--- src/rtl/memory_mapper_pkg.sv ---
// Shared types and constants for the MSX memory mapper.
// Optional readback is controlled by MEMORY_MAPPER_READBACK_EN (see memory_mapper_core).
package memory_mapper_pkg;

  localparam int MAPPER_PAGES = 4;

  typedef enum logic [1:0] {
    MAPPER_IDLE    = 2'd0,
    MAPPER_ACK     = 2'd1,
    MAPPER_RDATA   = 2'd2,
    MAPPER_RELEASE = 2'd3
  } mapper_state_t;

  // Power-on layout: page 0 -> segment 3 ... page 3 -> segment 0.
  localparam logic [7:0] MAPPER_INIT_SEG [0:MAPPER_PAGES-1] = '{8'h03, 8'h02, 8'h01, 8'h00};

  // Unimplemented upper bits read as 1 so software RAM-size probes work.
  function automatic logic [7:0] readback_byte(input logic [7:0] seg, input int seg_bits);
    logic [7:0] hi;
    hi = 8'hFF << seg_bits;
    return hi | seg;
  endfunction

endpackage

--- src/rtl/memory_mapper_regs.sv ---
// Four-entry segment register file: one write port, an I/O readback port
// and a page-lookup port, both read combinationally.
module memory_mapper_regs
  import memory_mapper_pkg::*;
#(
  parameter int SEG_BITS = 8
) (
  input  logic                clk,
  input  logic                reset_n,
  input  logic                we,
  input  logic [1:0]          wpage,
  input  logic [SEG_BITS-1:0] wdata,
  input  logic [1:0]          io_page,
  output logic [SEG_BITS-1:0] io_seg,
  input  logic [1:0]          lookup_page,
  output logic [SEG_BITS-1:0] lookup_seg
);

  logic [SEG_BITS-1:0] seg_q [MAPPER_PAGES];

  always_ff @(posedge clk) begin
    if (!reset_n) begin
      for (int i = 0; i < MAPPER_PAGES; i++) begin
        seg_q[i] <= MAPPER_INIT_SEG[i][SEG_BITS-1:0];
      end
    end else if (we) begin
      seg_q[wpage] <= wdata;
    end
  end

  assign io_seg     = seg_q[io_page];
  assign lookup_seg = seg_q[lookup_page];

endmodule

--- src/rtl/memory_mapper_core.sv ---
// MSX memory mapper: I/O port decode, transaction FSM and registered page lookup.
// Define MEMORY_MAPPER_READBACK_EN to enable register readback; otherwise write-only.
//
// Handshake: the requester raises bus_io_req and holds it until it sees bus_ack
// (one cycle). A read then gets one bus_rdata_en cycle carrying bus_rdata. The
// FSM waits for bus_io_req low before accepting again, so a held request is
// served once; after reset a request must also be seen low before acceptance.
module memory_mapper_core
  import memory_mapper_pkg::*;
#(
  parameter int         SEG_BITS = 8,
  parameter logic [7:0] IO_BASE  = 8'hFC
) (
  input  logic                   clk,
  input  logic                   reset_n,
  input  logic                   bus_io_req,
  output logic                   bus_ack,
  input  logic                   bus_wrt,
  input  logic [15:0]            bus_address,
  input  logic [7:0]             bus_wdata,
  output logic [7:0]             bus_rdata,
  output logic                   bus_rdata_en,
  output logic [7:0]             mapper_segment,
  output logic [SEG_BITS+13:0]   mapper_address,
  output mapper_state_t          state
);

  localparam logic [1:0] ST_IDLE    = 2'd0;
  localparam logic [1:0] ST_ACK     = 2'd1;
  localparam logic [1:0] ST_RDATA   = 2'd2;
  localparam logic [1:0] ST_RELEASE = 2'd3;

  logic [1:0]          state_q, state_d;
  logic                armed_q;
  logic [1:0]          page_q;
  logic                wrt_q;
  logic [SEG_BITS-1:0] wdata_q;
  logic                hit, accept, we;
  logic [SEG_BITS-1:0] io_seg, lookup_seg, lookup_next, lookup_q;
  logic [13:0]         offset_q;

  assign hit    = (bus_address[7:2] == IO_BASE[7:2]);
  assign accept = bus_io_req && hit && armed_q;
  assign we     = (state_q == ST_ACK) && wrt_q;

  always_comb begin
    state_d = state_q;
    case (state_q)
      ST_IDLE:    if (accept) state_d = ST_ACK;
`ifdef MEMORY_MAPPER_READBACK_EN
      ST_ACK:     state_d = wrt_q ? ST_RELEASE : ST_RDATA;
`else
      ST_ACK:     state_d = ST_RELEASE;
`endif
      ST_RDATA:   state_d = ST_RELEASE;
      ST_RELEASE: if (!bus_io_req) state_d = ST_IDLE;
      default:    state_d = ST_IDLE;
    endcase
  end

  // armed_q blocks a request that was already high across reset.
  always_ff @(posedge clk) begin
    if (!reset_n) begin
      state_q <= ST_IDLE;
      armed_q <= 1'b0;
      page_q  <= 2'd0;
      wrt_q   <= 1'b0;
      wdata_q <= '0;
    end else begin
      state_q <= state_d;
      armed_q <= armed_q | ~bus_io_req;
      if (state_q == ST_IDLE && accept) begin
        page_q  <= bus_address[1:0];
        wrt_q   <= bus_wrt;
        wdata_q <= bus_wdata[SEG_BITS-1:0];
      end
    end
  end

  memory_mapper_regs #(
    .SEG_BITS (SEG_BITS)
  ) u_regs (
    .clk         (clk),
    .reset_n     (reset_n),
    .we          (we),
    .wpage       (page_q),
    .wdata       (wdata_q),
    .io_page     (page_q),
    .io_seg      (io_seg),
    .lookup_page (bus_address[15:14]),
    .lookup_seg  (lookup_seg)
  );

  // Forward the ACK-cycle write so the lookup shows it on the following cycle.
  assign lookup_next = (we && page_q == bus_address[15:14]) ? wdata_q : lookup_seg;

  always_ff @(posedge clk) begin
    if (!reset_n) begin
      lookup_q <= '0;
      offset_q <= 14'd0;
    end else begin
      lookup_q <= lookup_next;
      offset_q <= bus_address[13:0];
    end
  end

  assign mapper_segment = 8'(lookup_q);
  assign mapper_address = {lookup_q, offset_q};
  assign bus_ack        = (state_q == ST_ACK);
  assign state          = mapper_state_t'(state_q);

`ifdef MEMORY_MAPPER_READBACK_EN
  logic unused_bits;
  assign unused_bits  = ^bus_wdata;
  assign bus_rdata_en = (state_q == ST_RDATA);
  assign bus_rdata    = bus_rdata_en ? readback_byte(8'(io_seg), SEG_BITS) : 8'h00;
`else
  logic unused_bits;
  assign unused_bits  = ^{bus_wdata, io_seg};
  assign bus_rdata_en = 1'b0;
  assign bus_rdata    = 8'h00;
`endif

endmodule

--- config.mk ---
export PLATFORM = sky130hd
export DESIGN_NAME = memory_mapper_core
export DESIGN_NICKNAME = d
export VERILOG_FILES = /design/src/rtl/memory_mapper_pkg.sv /design/src/rtl/memory_mapper_regs.sv /design/src/rtl/memory_mapper_core.sv
export SDC_FILE = /design/constraint.sdc
export NUM_CORES = 1
export LEC_CHECK = 0
export CAP_MARGIN = 20
export CORE_UTILIZATION = 45
export CTS_BUF_LIST = sky130_fd_sc_hd__clkbuf_16
export DETAILED_ROUTE_END_ITERATION = 8
export PLACE_DENSITY = 0.72
export SLEW_MARGIN = 20
export SYNTH_ARGS = -nofsm -noshare
export SYNTH_HDL_FRONTEND = slang
export SYNTH_HIERARCHICAL = 1
export SYNTH_SLANG_ARGS = --single-unit
--- constraint.sdc ---
create_clock -name clk -period 1.8 [get_ports clk]
set_input_delay 0.36 -clock clk [delete_from_list [all_inputs] [get_ports clk]]
set_output_delay 0.36 -clock clk [all_outputs]
set_load 0.02 [all_outputs]
# Word-level counts from Yosys, hierarchy flattened
# Memories as Yosys holds them, arrays and structs flattened. A register that Yosys moved wholly into a read port is not among the register bits.
# Cells that the tools add are included.
# word_totals
reg_bits	28
ramBits	32
output_inout_bits	42
word_cells	34
n_memories	1
# op_classes
eq_ne	6
n_mux	10
n_bitwise	2
n_reduce_logical	9
# mem_list
name	words	width	read_ports	rd_ports_with_merged_regs	write_ports	line	source
u_regs.seg_q	4	8	1	1	4	memory_mapper_regs.sv:19	logic [SEG_BITS-1:0] seg_q [MAPPER_PAGES];
# ops
cell	count
two-way mux 8 bit	1
OR reduction 8 bit	1
== test 6 bit (second input constant)	1
two-way mux 2 bit	3
one-hot mux 2 bit (3 select lines)	1
two-way mux 1 bit	5
== test 2 bit (second input constant)	2
logical AND 1 bit	4
!= test 2 bit (second input constant)	2
== test 2 x 1 -> 1 bit (second input constant)	1
logical NOT 2 bit	1
AND reduction 2 bit	1
OR reduction 2 bit	1
logical NOT 1 bit	1
NOT 1 bit	1
OR 1 bit	1

# Longest topological paths before layout
# depth
word_depth	7
mapped_depth	6
depth_no_buf	5

# Hierarchy
# Netlist, hierarchy kept.
# by_module_without_submodules
module	n_inst	cells_each	area_per_inst_um2	seq_area_each_um2
memory_mapper_regs	1	97	1634.1	960.9
memory_mapper_core	1	150	1465.2	720.7

# Worst setup path before layout
# Ideal clock, no wire load.
# synth_timing
path_type	register to register
start	register state_q[0], in the netlist state[0]
end	memory u_regs.seg_q[0][0] (enable)
setup_ns	0.387
arrival_ns	1.836
required_ns	1.413
setup_slack_ns	-0.423
path_stages_with_launch	5
n_path_buf	0
synth_period_minus_slack_ns	2.223
cell_sequence	dfxtp_1 > ha_1 > and2_1 > inv_1 > o31ai_1
# synth_rtl
item	line	source
start: declaration	memory_mapper_core.sv:33	logic [1:0] state_q, state_d;
start signal: assignment	memory_mapper_core.sv:70	state_q <= state_d;
end: declaration	memory_mapper_regs.sv:19	

# Final worst setup path
# layout_timing
start	register state_q[1], in the netlist state[1]
end	output port state[1]
# layout_rtl
item	line	source
end: declaration	memory_mapper_core.sv:25	output mapper_state_t state
# No word-level cell between the ends.

==> summary.md <==
| Metric | Value |
|---|---|
| Run status | finished, final reports clean |
| Share of cells above drive strength 1 | 0.157 |
| Max-slew violation count | 0 |
| PortBufs | 60 |
| Reg-to-reg slack, setup | 0.12 ns |
| Hold-fix buffers at CTS | 0 |
| Placed wire-length estimate | between 3000 and 4000 um |
| Vias per cell | just under 5 |
| Period minus WS final | approximately 1.7 ns |
| Die area | a little under 7000 um^2 |
| Pwr Density | ~950 nW/um^2 |
| Crit Path Max Fanout | 4 |
| Period Utilization, post-route | 0.961 |
| Syn_area_per_cell | between 10 and 15 um^2 |
| GRT Total Usage | 0.184 |
| FMAX | 578 MHz |
| Place WS | ~0.0025 ns |
| CP required | roughly 1.4 ns |
| Placed Area | about 3700 um^2 |
| Final WS setup | 0.0700 ns |
| Vias in the first global route | 1927 |
| Critical Path AT | 1.37 ns |
| Site Rows | 28 |
| Clk network pwr share | 0.440 |
| Final hold violations | 0 |
| Initial drt markers | 64 |
| Die X | a little over 80 um |
| Setup-failing EPs final | 0 |
| Syn. warnings | 6 |
| Crit end category | primary output |
| Clock Tree Root | clkbuf_16 |
| GPL Wtd Cong | 0.740 |
| Detailed Routing Iterations Pass 1 | 4 |
| Final ANT Viol Nets | 0 |
| Switch Pwr | 0.811 mW |
| IO Count | 70 |
| Peak VDD IR | around 0.56 mV |
| Post-layout net count | approximately 340 |
| Wire per inst | roughly 14 um |
| CP Class | reg2out |
| Inst Count DP | about 370 |
| Fin Setup TNS | 0 ns |
| Core footprint | between 6000 and 7000 um^2 |
| GRT overflow | 0 |
| Layout area overhead | 36.2% |
| Cell area after synthesis | slightly below 3000 um^2 |
| Detailed-route via count | about 1900 |
| Final Total Pwr | 3.74 mW |
| Clk_lat worst skew | ~0.32 ns |
| CTS clk-pin slew, worst paths | 0.05 ns |
| Initial antenna violation count | 0 |
| CTS HTree Levels | 3 |
| Sw Share | 0.217 |
| Antenna diode count | 0 |
| Part of the power in combinational logic | 0.107 |
| Fin cells | a little under 400 |
| RSZ-0062 raised after global routing | no |
| Wirelength, routed | 5450 um |
| Register share of total power | 0.453 |
| Die height | about 80 um |
| Post-layout util | 0.653 |
| Initial Utilization | 0.479 |
| Pin count of the biggest net entering global routing | 55 |
| P_int | 2.93 mW |
| Mapped Cells | around 240 |
| Clk buf depth | 2 |
| Post-route design area | around 4000 um^2 |
| Max-cap viol count | 0 |
| CTS tree | done |
| First-pass GRT wire length | a little under 9000 um |
| Final hold slack | between 0.4 and 0.5 ns |
| Setup crit start kind | flop |
| P_leak | about 1.5 nW |
| Drc violations | 0 |
| CTS Buf Count | 9 |
| Hold Crit Class | reg2reg |
| Clock sink total | slightly below 70 |
| Clock Skew | between 0.003 and 0.004 ns |
| Post-CTS Setup Bufs | 0 |
-- worst max-delay path: stages, from the launching register on --
cell	delay (ns)
dfxtp_1	0.33
buf_4	0.13
clkdlybuf4s50_1	0.60
-- routing by layer --
metal  vias to the layer above  wire length, um  GRT usage
met5                         -                0          0
met4                         0               77     0.0737
met3                        10              208     0.0571
met2                        46             2950      0.334
met1                       918             2210      0.197
li1                        937                -          -
-- state kept, by name, indices dropped and copies added (netlist names) --
register        count
armed_q             1
page_q              2
state               2
wrt_q               1
wdata_q             8
offset_q           14
mapper_segment      8
u_regs/seg_q       32
-- path summary, 6_finish.rpt --
check                                           start                                to  cells after the start
worst max-delay path            state[1]$_SDFFE_PN0P_                          state[1]                      2
worst min-delay path               wrt_q$_SDFFE_PN0P_                wrt_q$_SDFFE_PN0P_                      2
worst max register to register  state[0]$_SDFFE_PN0P_  u_regs/seg_q[0][6]$_SDFFCE_PN0P_                      5
worst min register to register     wrt_q$_SDFFE_PN0P_                wrt_q$_SDFFE_PN0P_                      2
-- power by group through the flow --
stage | Clock [mW] | Combinational, mW | Sequential (mW)
floorplan | 0 | 0.184 | 1.77
global placement | 0 | 0.400 | 1.73
detailed placement | 0 | 0.405 | 1.73
CTS | 1.69 | 0.404 | 1.70
global route | 1.75 | 0.431 | 1.70
finish | 1.65 | 0.400 | 1.70
-- layout by cell type (no fill, tap or decap), drive strengths merged, types with 2 or more instances in the layout --
master         count
dfxtp             36
conb               9
nand4              3
buf               20
edfxtp            32
mux2i             19
and2              34
nand2b             4
inv                8
o21ai              2
and4b              2
and3               9
ha                 3
mux4               8
nand2             35
clkdlybuf4s50     58
o31ai              2
clkbuf             9
clkinv             4
xnor2              2
-- layout make-up --
type,instances,area (um^2)
fillers,473,2110
flip-flops and latches,68,1680
multi-input cells,142,1060
repair buffers,79,812
clock buffers,9,225
well taps,75,93.8
clock inverters,7,58.8
inverters,7,26.3
-- what timing repair did --
| item | in CTS | in global routing |
|---|---|---|
| hold endpoints to repair | 0 | 0 |
| setup endpoints to repair | 1 | 0 |
| resized for setup | 1 | 0 |
Power figures use the tool's default switching activity.
